File: src/rtl/rx_byte_fifo.sv
// Receive-side byte FIFO for a UART: turns each rising edge of the receiver's
// valid level into one 9-bit push {parity_error, byte}, presented first-word-fall-through.
module rx_byte_fifo #(
  parameter int DEPTH      = 16,
  parameter int ADDR_WIDTH = 4
) (
  input  logic                  clk,
  input  logic                  reset_n,
  input  logic [7:0]            received_data,
  input  logic                  data_is_valid,
  input  logic                  rx_error,
  output logic [7:0]            rd_data,
  output logic                  rd_error,
  output logic                  rd_valid,
  input  logic                  rd_ready,
  output logic [ADDR_WIDTH:0]   fifo_count,
  output logic                  full,
  output logic                  overflow,
  input  logic                  overflow_clear
);

  // Read side: an entry moves when rd_valid && rd_ready at a clk edge;
  // rd_data/rd_error are stable and meaningful only while rd_valid is 1.

  localparam logic [ADDR_WIDTH:0] PTR_ONE = (ADDR_WIDTH+1)'(1);

  logic                  dv_q, dv_d;
  logic                  armed_q, armed_d;
  logic                  ovf_q, ovf_d;
  logic [ADDR_WIDTH:0]   wr_ptr_q, wr_ptr_d;
  logic [ADDR_WIDTH:0]   rd_ptr_q, rd_ptr_d;
  logic [8:0]            mem_q [DEPTH];

  logic                  push;
  logic                  pop;
  logic                  empty;
  logic                  full_w;
  logic                  wr_en;

  assign empty  = (wr_ptr_q == rd_ptr_q);
  assign full_w = (wr_ptr_q[ADDR_WIDTH] != rd_ptr_q[ADDR_WIDTH]) &&
                  (wr_ptr_q[ADDR_WIDTH-1:0] == rd_ptr_q[ADDR_WIDTH-1:0]);

  // armed_q keeps a valid level already high at reset release from counting as an edge.
  assign push  = armed_q && data_is_valid && !dv_q;
  assign pop   = !empty && rd_ready;
  assign wr_en = push && (!full_w || pop);

  always_comb begin
    dv_d     = data_is_valid;
    armed_d  = 1'b1;
    wr_ptr_d = wr_ptr_q;
    rd_ptr_d = rd_ptr_q;
    ovf_d    = ovf_q;
    if (wr_en) wr_ptr_d = wr_ptr_q + PTR_ONE;
    if (pop)   rd_ptr_d = rd_ptr_q + PTR_ONE;
    if (push && full_w && !pop) ovf_d = 1'b1;
    else if (overflow_clear)    ovf_d = 1'b0;
  end

  always_ff @(posedge clk or negedge reset_n) begin
    if (!reset_n) begin
      dv_q     <= 1'b0;
      armed_q  <= 1'b0;
      ovf_q    <= 1'b0;
      wr_ptr_q <= '0;
      rd_ptr_q <= '0;
    end else begin
      dv_q     <= dv_d;
      armed_q  <= armed_d;
      ovf_q    <= ovf_d;
      wr_ptr_q <= wr_ptr_d;
      rd_ptr_q <= rd_ptr_d;
    end
  end

  // Storage is deliberately not reset; rd_valid gates its use.
  always_ff @(posedge clk) begin
    if (wr_en) mem_q[wr_ptr_q[ADDR_WIDTH-1:0]] <= {rx_error, received_data};
  end

  assign rd_data    = mem_q[rd_ptr_q[ADDR_WIDTH-1:0]][7:0];
  assign rd_error   = mem_q[rd_ptr_q[ADDR_WIDTH-1:0]][8];
  assign rd_valid   = !empty;
  assign full       = full_w;
  assign fifo_count = wr_ptr_q - rd_ptr_q;
  assign overflow   = ovf_q;

endmodule

File: config.mk
export PLATFORM = sky130hd
export DESIGN_NAME = rx_byte_fifo
export DESIGN_NICKNAME = d
export VERILOG_FILES = /design/src/rtl/rx_byte_fifo.sv
export SDC_FILE = /design/constraint.sdc
export NUM_CORES = 1
export LEC_CHECK = 0
export BUFFER_PORTS_ARGS = -buffer_cell sky130_fd_sc_hd__buf_2
export CAP_MARGIN = 25
export CORE_MARGIN = 2
export CORE_UTILIZATION = 55
export CTS_BUF_LIST = sky130_fd_sc_hd__clkbuf_4 sky130_fd_sc_hd__clkbuf_8
export CTS_CLUSTER_DIAMETER = 30
export CTS_CLUSTER_SIZE = 16
export DETAILED_ROUTE_END_ITERATION = 7
export PLACE_DENSITY = 0.79
export SKIP_CTS_REPAIR_TIMING = 1
export SLEW_MARGIN = 20
export SYNTH_ARGS = -nofsm -noshare
export SYNTH_HDL_FRONTEND = slang
export SYNTH_SLANG_ARGS = --single-unit
File: constraint.sdc
create_clock -name clk -period 3.7 [get_ports clk]
set_input_delay 0.37 -clock clk [delete_from_list [all_inputs] [get_ports clk]]
set_output_delay 0.37 -clock clk [all_outputs]
set_load 0.01 [all_outputs]
* Yosys cells after proc, flatten, opt, wreduce, memory -nomap -nowiden
Memories as Yosys holds them, arrays and structs flattened. Index checks and enable logic that the tools add are counted.
Operators by class: add/subtract/negate cells 3, equal/unequal tests 3, muxes and demuxes 4, reductions and logical operators 13
Operator list (number):
- $add A5 B1 Y5 const B | 2
- $logic_and A1 B1 Y1 | 7
- $eq A5 B5 Y1 | 1
- $sub A5 B5 Y5 | 1
- $eq A4 B4 Y1 | 1
- $logic_not A1 Y1 | 4
- $mux W1 | 4
- $reduce_bool A2 Y1 | 1
- $logic_or A1 B1 Y1 | 1
- $ne A1 B1 Y1 | 1
Word-level totals: register bits 13, bits in writable memories 144, bits of input ports 14, output and inout bits 17, word-level logic and storage cells 29, memories kept 1
Memories:
- mem_q | depth 16, width 9, read ports 1, clocked after Yosys merged registers in 0, write ports 1, line 32 | logic [8:0] mem_q [DEPTH];

* Logic depth before layout (Yosys ltp)
depth in word-level cells 7, gate-level depth with buffers 8, gate-level depth less buffers 7

* Worst setup path after synthesis
OpenSTA, ideal clock, no wires.
path type register -> register, from register rd_ptr_q[1], to memory mem_q[3][0], enable pin, library setup time 0.387 ns, arrival 2.443 ns, required time 3.313 ns, slack 0.870 ns, cell stages (with the launch flop) 9, buffers on the path 2, clock period less this slack 2.830 ns, cells stage by stage dfrtp_1 > buf_6 > buf_2 > inv_1 > ha_1 > and4_1 > a31oi_4 > nand2_1 > nor3_1
On the way: longest elaborated chain between the ends 7, elaborated cells on any way between the ends 10, classes of those cells eq/ne (2); mux (2); reduce/logical (6)
Ends and longest elaborated chain:
- from (decl) | line 31 | logic [ADDR_WIDTH:0] rd_ptr_q, rd_ptr_d;
- from (signal assigned) | line 73 | rd_ptr_q <= rd_ptr_d;
- $eq A5 B5 Y1 / $eq A4 B4 Y1 (equally long branches) | line 40, 42
- $logic_not A1 Y1 / $logic_and A1 B1 Y1 (equally long branches) | line 46, 41
- $logic_and A1 B1 Y1 / $logic_not A1 Y1 (equally long branches) | line 46, 47
- $logic_or A1 B1 Y1 (*) | line 47 | assign wr_en = push && (!full_w || pop);
- $logic_and A1 B1 Y1 (*) | line 47
- $mux W1 (*) | line 79 | if (wr_en) mem_q[wr_ptr_q[ADDR_WIDTH-1:0]] <= {rx_error, received_data};
- $mux W1 (not written as such) (*) | line 79
- to (decl) | line 32
Every way passes the cells marked *; elsewhere a longest branch is shown, timed or not.

* Worst setup path in the final report
from register rd_ptr_q[0], to output rd_data[4]
On the way: longest elaborated chain between the ends 1
Ends and longest elaborated chain:
- $mem_v2 Z16 W9
- to (decl) | line 12 | output logic [7:0] rd_data,
Every way passes these cells.

==> out/results.ini <==
[synth]
yosys_warnings=0
syn_nets=355
synthCells=331
synth.area.top_cells=edfxtp_1, mux4_2, dfrtp_1
synth_edf_count=144
synth.distinct_cells=36
synthArstFlopShare=0.0828
synth-seq-area-share=0.729
synth_top_area_frac=0.678
syn_area_per_cell_sq_um=19.3
synth_top_cell_by_area=edfxtp_1
synth_most_common_cell=edfxtp_1
syn-cell-area_sq_um=6380
dominantRegCellSynth=edfxtp_1
synth-seq-cells=157
synth_common_cells=edfxtp_1, mux2i_1, mux4_2

[flow_run]
cap_violations=0

[finish]
utilization=0.628
diodes=0
finalInstanceArea_sq_um=7150
drive_above_1_share=0.239
syn2layout_area_growth_pct=12.0
final_nets=405

[pwr]
p_sw_frac=0.326
leakage_nw=2.48
combPwrFrac=0.339
p_seq_frac=0.409
power.density_nw_per_um2=734
peakVddDrop_v=0.000384
internal-power_mw=3.53
power_mw=5.24
power.switching_mw=1.71
p_clk_frac=0.252

[setup_path]
start_kind=flip-flop
crit_type=reg -> out
critPathMaxFanout=31
arrival_ns=2.71
worstPathRequired_ns=3.33
critPathCaptureType=output port

[global_routing]
track_usage=0.211
busiest_layer=met2
overflow=0
use_met2=0.335
grt_pass1_vias=3264
grtUsageMet1=0.286
grt_antenna_before_repair=0
grt_pass1_wl_mm=18.7
grt_max_degree=48
grt_use_met3=0.0561

[timing]
slew_viol_final=0
max_freq_ghz=0.324
post-route-period-util=0.834
finalCriticalPeriod_ns=3.08
holdWs_ns=0.0437
setup_tns_ns=0
hold_viol=0
fin_skew_ns=0.0123
rsz0062_at_grt=false
finalSetupViolations=0
maxSlewHeadroom=0.451
tightestPinTransition_ns=0.820

[die]
num_rows=39
die_area_sq_um=12500
die_w_um=112
fp.coreArea_sq_um=11400
io_pins=31
die_y_um=112
start_util=0.561

[placed_design]
hpwl_mm=8.47
place.gp.congestion=0.828
placed_area_sq_um=6720
numPortBuffers=30

[drt]
routed_wl_mm=12.3
vias_per_cell=6.02
drt_iter0_markers=278
ant_nets=0
vias=3235
drt_pass1_iterations=5
wl_per_cell_um=23.0
drc=0

[clock_tree]
clock_latency_ns=0.44
clk_pin_slew_ns=0.08
cts_tree=yes
numCtsBuffers=17
htreeDepth=4
cts_buffer_depth=2
clock_sinks=157
clock-root-buffer=clkbuf_8

[run_status]
status=finished, final reports clean

[hold_path]
hold_path.class=in -> reg

[final timing paths]
kind	cells past startpoint	startpoint	slack, ns	to
min	1	data_is_valid	0.04	dv_q$_DFF_PN0_
max reg2reg	6	rd_ptr_q[3]$_DFFE_PN0P_	0.64	mem_q[11][8]$_DFFE_PP_
max in group asynchronous	2	reset_n	3.10	rd_ptr_q[1]$_DFFE_PN0P_
min in group asynchronous	2	reset_n	0.34	wr_ptr_q[3]$_DFFE_PN0P_
max	6	rd_ptr_q[0]$_DFFE_PN0P_	0.62	rd_data[4]
min reg2reg	2	overflow$_DFFE_PN0P_	0.54	overflow$_DFFE_PN0P_
[power groups by stage]
stage / clock (mW) / combinational, mW / sequential, mW
final: 1.32 / 1.78 / 2.15
after global routing: 1.42 / 1.91 / 2.16
after CTS: 1.34 / 1.78 / 2.14
after detailed placement: 0 / 1.78 / 2.18
after global placement: 0 / 1.75 / 2.17
after floorplan: 0 / 1.30 / 2.13
[layout by cell type, fill, tap and decap left out, drive strengths merged]
master | synthesis | routed
o21ai | 11 | 11
clkinvlp | 0 | 2
a32oi | 9 | 9
dfrtp | 13 | 13
bufinv | 0 | 4
nand3 | 1 | 1
xnor2 | 10 | 10
conb | 1 | 1
nand2b | 2 | 2
nor3 | 4 | 4
mux4 | 27 | 27
a31oi | 1 | 1
clkbuf | 4 | 18
buf | 9 | 43
o22ai | 1 | 1
xor2 | 3 | 3
a21o | 2 | 2
fa | 1 | 1
nand2 | 10 | 10
mux2i | 27 | 27
a22oi | 9 | 9
nand4 | 3 | 3
nor2 | 12 | 12
edfxtp | 144 | 144
ha | 9 | 9
nand3b | 1 | 1
and4 | 1 | 1
clkinv | 1 | 9
inv | 9 | 9
nor2b | 1 | 1
and2 | 2 | 2
dlygate4sd3 | 0 | 1
a21oi | 3 | 3
[sequential cells by signal, indices dropped and copies added, names as in the netlist]
signal / flops
dv_q: 1
armed_q: 1
rd_ptr_q: 5
wr_ptr_q: 5
overflow: 1
mem_q: 144
[per-stage QoR]
step | std cells | setup WS, ns
final | 537 | 0.615
after global routing | 537 | 0.487
after CTS | 536 | 0.606
after detailed placement | 504 | 0.703
after global placement | 504 | 0.894
after floorplan | 331 | 0.870
[final cells by class]
| class | count | area, sq um |
|---|---|---|
| clock buffer | 18 | 241 |
| multi-input combinational | 151 | 1600 |
| tap | 143 | 179 |
| inverter | 10 | 37.5 |
| clock inverter | 14 | 175 |
| sequential | 157 | 4650 |
| timing repair buffer | 44 | 258 |
| fill | 782 | 4220 |
[worst max-delay path, cell delays in order, from the launching register on]
cell     delay [ns]
dfrtp_2        0.43
buf_4          0.30
nor2b_1        0.59
a22oi_1        0.28
a32oi_1        0.34
o21ai_1        0.16
buf_2          0.17
[layer usage]
| metal | wire (um) | vias to the layer above |
|---|---|---|
| li1 | - | 1433 |
| met1 | 5010 | 1642 |
| met2 | 6210 | 140 |
| met3 | 836 | 20 |
| met4 | 286 | 0 |
| met5 | 0 | - |
[cells by family after synthesis]
| group | synth area share |
|---|---|
| muxes | 0.144 |
| DFF | 0.729 |
| buffers and inverters | 0.0198 |
| xor gates and xnor gates | 0.0179 |
| other | 0.000588 |
| adders and majority gates | 0.0208 |
| AOI/OAI and AO/OA | 0.0412 |
| and+or+nand+nor | 0.0273 |
Note: power is estimated with default switching activity, not from simulation.
